**src/rtl/mips_load_pkg.sv**
```systemverilog
// Shared constants and state encoding for the instruction-memory stream loader.
package mips_load_pkg;

    typedef enum logic [2:0] {
        ST_IDLE   = 3'd0,
        ST_LEN_HI = 3'd1,
        ST_LEN_LO = 3'd2,
        ST_DATA   = 3'd3,
        ST_CSUM   = 3'd4,
        ST_DONE   = 3'd5,
        ST_ERROR  = 3'd6
    } load_state_e;

    localparam int unsigned HDR_BYTES      = 2;
    localparam int unsigned BYTES_PER_WORD = 4;
    localparam int unsigned WORD_W         = 8 * BYTES_PER_WORD;
    localparam int unsigned BCNT_W         = $clog2(BYTES_PER_WORD);

endpackage

```
**src/rtl/byte_word_packer.sv**
```systemverilog
// Packs bytes MSB-first into instruction words and keeps a running XOR of every byte.
module byte_word_packer
    import mips_load_pkg::*;
(
    input  logic              clock,
    input  logic              reset,
    input  logic              clear_i,
    input  logic              valid_i,
    input  logic [7:0]        byte_i,
    output logic [WORD_W-1:0] word_o,
    output logic              word_valid_o,
    output logic [7:0]        csum_o,
    output logic              word_done_c
);

    logic [BCNT_W-1:0] cnt_q;
    logic [WORD_W-9:0] shift_q;
    logic [WORD_W-1:0] word_q;
    logic              word_valid_q;
    logic [7:0]        csum_q;

    // Last byte of a word is being accepted this cycle.
    assign word_done_c = valid_i && (cnt_q == BCNT_W'(BYTES_PER_WORD - 1));

    always_ff @(posedge clock) begin
        if (reset) begin
            cnt_q        <= '0;
            shift_q      <= '0;
            word_q       <= '0;
            word_valid_q <= 1'b0;
            csum_q       <= '0;
        end else begin
            word_valid_q <= word_done_c;
            if (clear_i) begin
                cnt_q   <= '0;
                shift_q <= '0;
                csum_q  <= '0;
            end else if (valid_i) begin
                cnt_q   <= word_done_c ? '0 : cnt_q + BCNT_W'(1);
                shift_q <= {shift_q[WORD_W-17:0], byte_i};
                csum_q  <= csum_q ^ byte_i;
                if (word_done_c) begin
                    word_q <= {shift_q, byte_i};
                end
            end
        end
    end

    assign word_o       = word_q;
    assign word_valid_o = word_valid_q;
    assign csum_o       = csum_q;

endmodule

```
**src/rtl/imem_stream_loader.sv**
```systemverilog
// Loads a length-prefixed, XOR-checked byte stream into the IM word array and
// releases the CPU from reset only once a complete, verified image is in place.
module imem_stream_loader
    import mips_load_pkg::*;
#(
    parameter int unsigned IM_ADDR_W = 10,
    parameter int unsigned LEN_W     = 16
)
(
    input  logic                 clock,
    input  logic                 reset,
    input  logic                 start,
    input  logic [7:0]           in_data,
    input  logic                 in_valid,
    output logic                 in_ready,
    output logic                 im_we,
    output logic [IM_ADDR_W-1:0] im_addr,
    output logic [WORD_W-1:0]    im_wdata,
    output logic                 cpu_hold,
    output logic                 done,
    output logic                 error,
    output logic [LEN_W-1:0]     words_loaded
);

    localparam int unsigned LEN_HI_W = LEN_W - 8 * (HDR_BYTES - 1);
    localparam int unsigned AW1      = IM_ADDR_W + 1;
    localparam int unsigned LW1      = LEN_W + 1;
    localparam logic [LEN_W:0] MAX_WORDS = LW1'(1) << IM_ADDR_W;

    load_state_e           state_q, state_d;
    logic [LEN_HI_W-1:0]   len_hi_q, len_hi_d;
    logic [LEN_W-1:0]      len_q, len_d;
    logic [AW1-1:0]        addr_q, addr_d;
    logic [IM_ADDR_W-1:0]  im_addr_q, im_addr_d;
    logic [LEN_W-1:0]      words_q, words_d;
    logic                  done_q, done_d;
    logic                  error_q, error_d;
    logic                  hold_q, hold_d;
    logic                  in_ready_q, in_ready_d;

    logic                  accept_c;
    logic                  clear_c;
    logic [LEN_W-1:0]      len_c;
    logic                  word_done_c;
    logic                  word_valid;
    logic [WORD_W-1:0]     word;
    logic [7:0]            csum;

    assign accept_c = in_valid && in_ready_q;
    assign len_c    = {len_hi_q, in_data};

    byte_word_packer u_packer (
        .clock        (clock),
        .reset        (reset),
        .clear_i      (clear_c),
        .valid_i      (accept_c && (state_q == ST_DATA)),
        .byte_i       (in_data),
        .word_o       (word),
        .word_valid_o (word_valid),
        .csum_o       (csum),
        .word_done_c  (word_done_c)
    );

    always_comb begin
        state_d   = state_q;
        len_hi_d  = len_hi_q;
        len_d     = len_q;
        addr_d    = addr_q;
        im_addr_d = im_addr_q;
        words_d   = words_q;
        done_d    = done_q;
        error_d   = error_q;
        hold_d    = hold_q;
        clear_c   = 1'b0;

        case (state_q)
            ST_IDLE, ST_DONE, ST_ERROR: begin
                if (start) begin
                    clear_c   = 1'b1;
                    state_d   = ST_LEN_HI;
                    hold_d    = 1'b1;
                    done_d    = 1'b0;
                    error_d   = 1'b0;
                    words_d   = '0;
                    addr_d    = '0;
                    im_addr_d = '0;
                end
            end
            ST_LEN_HI: begin
                if (accept_c) begin
                    len_hi_d = LEN_HI_W'(in_data);
                    state_d  = ST_LEN_LO;
                end
            end
            ST_LEN_LO: begin
                if (accept_c) begin
                    len_d = len_c;
                    if (len_c == '0) begin
                        state_d = ST_CSUM;
                    end else if ({1'b0, len_c} > MAX_WORDS) begin
                        state_d = ST_ERROR;
                        error_d = 1'b1;
                    end else begin
                        state_d = ST_DATA;
                    end
                end
            end
            ST_DATA: begin
                // Word index is latched here so the strobe cycle shows the word just completed.
                if (word_done_c) begin
                    im_addr_d = addr_q[IM_ADDR_W-1:0];
                    addr_d    = addr_q + AW1'(1);
                    words_d   = words_q + LEN_W'(1);
                    if (LEN_W'(addr_q) + LEN_W'(1) == len_q) begin
                        state_d = ST_CSUM;
                    end
                end
            end
            ST_CSUM: begin
                if (accept_c) begin
                    if (in_data == csum) begin
                        state_d = ST_DONE;
                        done_d  = 1'b1;
                        hold_d  = 1'b0;
                    end else begin
                        state_d = ST_ERROR;
                        error_d = 1'b1;
                    end
                end
            end
            default: state_d = ST_IDLE;
        endcase

        in_ready_d = (state_d == ST_LEN_HI) || (state_d == ST_LEN_LO) ||
                     (state_d == ST_DATA)   || (state_d == ST_CSUM);
    end

    always_ff @(posedge clock) begin
        if (reset) begin
            state_q    <= ST_IDLE;
            len_hi_q   <= '0;
            len_q      <= '0;
            addr_q     <= '0;
            im_addr_q  <= '0;
            words_q    <= '0;
            done_q     <= 1'b0;
            error_q    <= 1'b0;
            hold_q     <= 1'b1;
            in_ready_q <= 1'b0;
        end else begin
            state_q    <= state_d;
            len_hi_q   <= len_hi_d;
            len_q      <= len_d;
            addr_q     <= addr_d;
            im_addr_q  <= im_addr_d;
            words_q    <= words_d;
            done_q     <= done_d;
            error_q    <= error_d;
            hold_q     <= hold_d;
            in_ready_q <= in_ready_d;
        end
    end

    assign in_ready     = in_ready_q;
    assign im_we        = word_valid;
    assign im_addr      = im_addr_q;
    assign im_wdata     = word;
    assign cpu_hold     = hold_q;
    assign done         = done_q;
    assign error        = error_q;
    assign words_loaded = words_q;

endmodule

```
**config.mk**
```make
export PLATFORM = sky130hd
export DESIGN_NAME = imem_stream_loader
export DESIGN_NICKNAME = d
export VERILOG_FILES = /design/src/rtl/mips_load_pkg.sv /design/src/rtl/byte_word_packer.sv /design/src/rtl/imem_stream_loader.sv
export SDC_FILE = /design/constraint.sdc
export NUM_CORES = 1
export LEC_CHECK = 0
export CORE_MARGIN = 2
export CORE_UTILIZATION = 60
export CTS_CLUSTER_DIAMETER = 80
export DETAILED_ROUTE_END_ITERATION = 12
export DONT_BUFFER_PORTS = 1
export PLACE_DENSITY = 0.76
export SYNTH_ARGS = -nofsm -noshare
export SYNTH_HDL_FRONTEND = slang
export SYNTH_SLANG_ARGS = --single-unit
```
**constraint.sdc**
```tcl
create_clock -name clock -period 2.6 [get_ports clock]
set_input_delay 0.26 -clock clock [delete_from_list [all_inputs] [get_ports clock]]
set_output_delay 0.26 -clock clock [all_outputs]
set_load 0.03 [all_outputs]
```
Yosys cells after proc, flatten, opt, wreduce, memory -nomap -nowiden

Index checks and enable logic that the tools add are counted.

Output and inout bits: 63
Input bits: 12
Memory bits (read-only): 0
Bits in registers: 135
Word-level logic and storage cells: 98
Memories kept: 0
Memory bits (writable): 0
Latch bits: 0

Equal/unequal tests: 21
Divide/modulo/power cells: 0
Muxes and demuxes: 36
$mul: 0
Shifts and indexed selects: 0
Reduce and logical (&&, ||, !) cells: 19
$add $sub $neg: 4
$lt $le $gt $ge: 1
Bitwise logic cells: 2

Operators with widths:

| operator                | number |
|---|---|
| $mux W16                | 2 |
| $pmux W16 S2            | 1 |
| $mux W3                 | 8 |
| $mux W11                | 2 |
| $pmux W11 S2            | 1 |
| $mux W10                | 2 |
| $pmux W10 S2            | 1 |
| $add A16 B1 Y16 const B | 1 |
| $eq A12 B16 Y1          | 1 |
| $gt A16 B11 Y1 const B  | 1 |
| $logic_not A16 Y1       | 1 |
| $pmux W3 S5             | 1 |
| $ne A2 B2 Y1 const B    | 7 |
| $mux W1                 | 13 |
| $add A11 B1 Y12 const B | 1 |
| $eq A3 B2 Y1 const B    | 4 |
| $eq A3 B3 Y1 const B    | 4 |
| $add A11 B1 Y11 const B | 1 |
| $eq A8 B8 Y1            | 1 |
| $xor A8 B8 Y8           | 1 |
| $reduce_and A7 Y1       | 1 |
| $eq A3 B1 Y1 const B    | 2 |
| $reduce_and A3 Y1       | 2 |
| $mux W2                 | 2 |
| 15 further kinds        | 22 |

Depth between registers and ports, before layout

Depth in word-level cells: 9
Depth in mapped cells: 9

Cells and area by module

Synthesis repeated with hierarchy kept, for this count alone.

Cell total of the unflattened synthesis: 683
Area, all modules: 6,133.4 sq um

By module, submodules not included:

| module             | cells each | area each (sq um) | times used | seq. area each (sq um) |
|---|---|---|---|---|
| imem_stream_loader | 418        | 3,368.2           | 1          | 1,361.3 |
| byte_word_packer   | 265        | 2,765.2           | 1          | 1,341.3 |

Least setup slack after synthesis

No wires, ideal clock.

Kind: reg2reg
Start point: register addr_q[0]
End point: register state_q[0]
Setup time: 132 ps
Setup slack: 370 ps
Stages on the path, launching flop included: 8
Arrival: 2,098 ps
Period minus slack after synthesis: 2,230 ps
Buffers on the path: 0
Data required time: 2,468 ps
Cell sequence: dfxtp_1 > ha_1 > nand4_1 > or4_1 > a2111oi_2 > o2111ai_1 > nand2_1 > a21oi_1

Cells in the longest elaborated chain, start to end: 5

RTL lines:

| item                   | line                      | text |
|---|---|---|
| from (decl)            | imem_stream_loader.sv:33  | `logic [AW1-1:0] addr_q, addr_d;` |
| from (signal assigned) | imem_stream_loader.sv:154 | `addr_q <= addr_d;` |
| $add A11 B1 Y12        | imem_stream_loader.sv:114 | `if (LEN_W'(addr_q) + LEN_W'(1) == len_q) begin` |
| $eq A12 B16 Y1         | imem_stream_loader.sv:114 |  |
| $mux W3                | imem_stream_loader.sv:114 |  |
| $mux W3                | imem_stream_loader.sv:110 | `if (word_done_c) begin` |
| $pmux W3 S5            | imem_stream_loader.sv:76  | `case (state_q)` |
| to (signal assigned)   | imem_stream_loader.sv:151 | `state_q <= state_d;` |
| to (decl)              | imem_stream_loader.sv:30  | `load_state_e state_q, state_d;` |

No other way between the ends.
A chain may end at the register's enable or synchronous reset.

Worst setup path in the final report

Start point: register addr_q[3]
End point: register state_q[0]

Same word-level chain as after synthesis.

==> impl_results.md <==
- Run status: completed
- Fin crit period: 2.467 ns
- R2r startpoint: addr_q[3]$_SDFFE_PP0P_
- Adder-cell share of the synthesized area: 0.8286%
- Dominant cell type by area after synthesis: dfxtp_1
- Placer Congestion: 0.9140
- Post-synth EDFFs: 0
- Worst EP required: 3.00 ns
- Switch Pwr: 0.001133 W
- Vias in the first global route: 4494
- Die height: 101.8 um
- Worst hold endpoint: error$_SDFFE_PP0P_
- Post-synthesis register bit count: 135
- Synth Instances: 710
- Hold slack final: 0.04245 ns
- Avg Cell Area, Syn: 8.082 um2
- Family with the most delay on the worst path: compound AO/OA/AOI/OAI gates
- Total power: 0.004482 W
- Vias per std cell: 5.892
- Max incr delay on CP: 0.68 ns
- IO buf count: 0
- Slew @ Worst Pin: 0.7573 ns
- Critical path cell sequence: nand3_1 -> or3_1 -> a2111oi_0 -> o2111ai_2 -> nand2_1 -> a21oi_1
- Crit-path max FO: 11
- Drt first pass iters: 5
- CP Launch Type: flip-flop
- Async SR Flop Fraction: 0%
- Main combinational cell family by area after synthesis: simple AND/OR/NAND/NOR gates
- Synth warn: 0
- Via count: 4985
- Area Overhead vs Synth: 13.41%
- Power share of the combinational group: 3.9%
- Sequential area share after synthesis: 47.10%
- Synth cell types: 59
- CTS buffer count: 17
- Worst VDD drop: 422.0 uV
- Initial drt markers: 336
- Postcts setup bufs: 0
- Worst Setup End Kind: flip-flop
- Fin area: 6507 um2
- Internal: 0.003349 W
- Synth Flop Type: dfxtp_1
- Hold path cells: 3
- R2r setup slk: 0.13 ns
- Die W: 101.8 um
- Overflow after GRT: 0
- Layout net count: 719
- Max clock buf depth: 2
- Flop pwr share: 46.9%
- Final Setup Violations: 0
- Remaining antenna violation count: 0
- CTS H-tree lvls: 4
- Diodes inserted: 0
- Final period util: 94.89%
- Commonest non-fill, non-tap cells in the layout: 163 x nand2_1, 134 x dfxtp_1, 115 x a21oi_1, 65 x nor2_1, 22 x xor2_1
- Core box area: 9240 um2
- Hold Startpoint: start
- Net count after synthesis: 725
- Data arrival, critical path: 2.86 ns
- Sw Share: 25.28%
- Hold Crit Class: in2reg
- Post-synth top area share: 47.10%
- Max_cap viols: 0
- Final Hold Fails: 0
- Post-synthesis xor/xnor area fraction: 5.887%
- Cell Area, Synth: 5738 um2
- Util after Layout: 70.43%
- Worst-path clk slew: 0.06 ns
- Static Leak: 2.247 nW
- CTS tree: done
- Post-Route WL: 14.13 mm
- Fmax: 405.3 MHz
- Share of layout cells above drive strength 1: 8.368%
- Compound-Gate Fraction of Synth Area: 15.05%
- Worst relative slew slack: 48.21%
- Drt wl/cell: 16.70 um
- Reg2reg end: state_q[0]$_SDFF_PP0_
- Most common cell after layout, fill and taps aside: nand2_1
- CTS Sinks: 135
- Largest net degree at the start of global routing: 86
- DRC viols: 0
- Die area: 10360 um2
- Initial Util: 62.10%
- Setup TNS Final: 0 ns
- RSZ-0062 raised after global routing: false
- Aggregate global-route resource usage: 28.16%
- CTS root buf: clkbuf_8
- First-pass GRT wire length: 22.55 mm
- Clk Latency, worst-skew pair: 0.53 ns
- Slowest CP cell: a2111oi_0
- Post-DP HPWL: 8.734 mm
- WP buf/inv: 0
- Synth top area cells: dfxtp_1 47%, nand2_1 11%, a21oi_1 10%, nor2_1 4.3%, xor2_1 3.4%
- PwrDens: 688.8 nW/um2
- # IOs: 75
- Initial antenna violation count: 0
- Final Slew Violations: 0
- Row count: 35
- Post-synthesis mux area share: 1.396%
- Post-Synth Simple-Gate Area: 26.21%
- Fin Clk Skew: 0.01363 ns
- Clock network fraction of total power: 49.2%
- Dpl cell area: 5813 um2
- Setup CP Type: reg2reg
- Worst Reg-to-Reg Cells: 6
[state kept, by name, indices dropped and copies added, names as in the netlist, 3 cells and up]
register,cells
u_packer.csum_o,8
len_hi_q,8
addr_q,11
len_q,16
u_packer.shift_q,24
u_packer.word_o,32
im_addr,10
words_loaded,16
state_q,3
[layout make-up]
type / instances / area, um2
flip-flops and latches: 135 / 2704
multi-input cells: 525 / 2867
well taps: 129 / 161.4
clock inverters: 14 / 126.4
repair buffers: 22 / 220.2
fillers: 696 / 2733
clock buffers: 18 / 417.9
inverters: 3 / 11.26
[layer usage]
metal  wire, um  up-vias  part of all wire (%)  track usage (%)
met5          0        -                     0                0
met2       6729      204                    48            43.83
met1       6060     2343                    43            37.57
met4        212        0                   1.5            10.19
met3       1130       23                   8.0            7.867
li1           -     2415                     -                -
[cell usage after synthesis, types with 2 or more instances]
library cell and instances:
nor4bb_1 2, nor4_1 5, nand3_1 15, ha_1 3, or3_1 6, nand4_1 5
o31a_1 2, xnor2_1 14, and4_1 2, xor2_1 22, nand3b_1 4, nand2b_1 2
a21oi_1 115, nand4b_1 3, nor3_1 10, nor4_2 2, or2_2 2, nor3b_1 2
o31ai_1 3, nand2_1 163, or4_1 2, nor2_4 2, buf_4 2, buf_2 6
dfxtp_1 135, o21ai_0 15, mux2i_1 8, and2_1 2, and3_1 18, clkbuf_1 31
a2111oi_0 2, a41o_1 2, inv_1 3, buf_1 8, nor2_1 65, a31oi_1 4
[power by group through the flow]
stage                     combinational, W  clock (W)  sequential (W)
after floorplan                   0.000110          0         0.00215
after global placement            0.000120          0         0.00215
after detailed placement          0.000123          0         0.00215
after CTS                         0.000169    0.00223         0.00210
after global routing              0.000185    0.00233         0.00210
final                             0.000173    0.00221         0.00210
[how the worst max path moves through the flow]
stage	start	end	slack [ns]	depth (start not counted)
floorplan	addr_q[0]$_SDFFE_PP0P_	state_q[0]$_SDFF_PP0_	0.37	7
global placement	addr_q[1]$_SDFFE_PP0P_	state_q[1]$_SDFF_PP0_	0.28	7
detailed placement	addr_q[1]$_SDFFE_PP0P_	state_q[0]$_SDFF_PP0_	0.10	7
CTS	addr_q[1]$_SDFFE_PP0P_	state_q[0]$_SDFF_PP0_	0.02	7
global route	addr_q[3]$_SDFFE_PP0P_	state_q[0]$_SDFF_PP0_	0.03	6
finish	addr_q[3]$_SDFFE_PP0P_	state_q[0]$_SDFF_PP0_	0.13	6
[through the flow]
stage          instances  setup slack [ns]
2_1_floorplan        710            0.3696
3_3_place_gp         804            0.2848
3_5_place_dp         804            0.1047
4_1_cts              846           0.02274
5_1_grt              846           0.02591
6_report             846            0.1329
[worst reg2reg max path, delay by kind of cell, from the launching register on]
kind,cells,cell delay [ns]
flip-flops,1,0.51
AO/OA/AOI/OAI,3,1.09
AND/OR/NAND/NOR,3,0.74
[cell families (layout without fill, tap and decap cells)]
family / Yosys count / after routing
AND/OR/NAND/NOR: 321 / 321
AO/OA/AOI/OAI: 155 / 155
flip-flops: 135 / 135
buffers and inverters: 50 / 57
XOR/XNOR: 37 / 37
multiplexers: 8 / 8
adder cells (fa/ha/maj): 4 / 4
[repair_timing]
item                       4_1_cts  5_1_grt
gates resized for setup          2        3
setup endpoints to repair        1        3
hold endpoints to repair       101        0
cloned                           0        0
hold buffers                    10        0
Power figures use the tool's default switching activity.
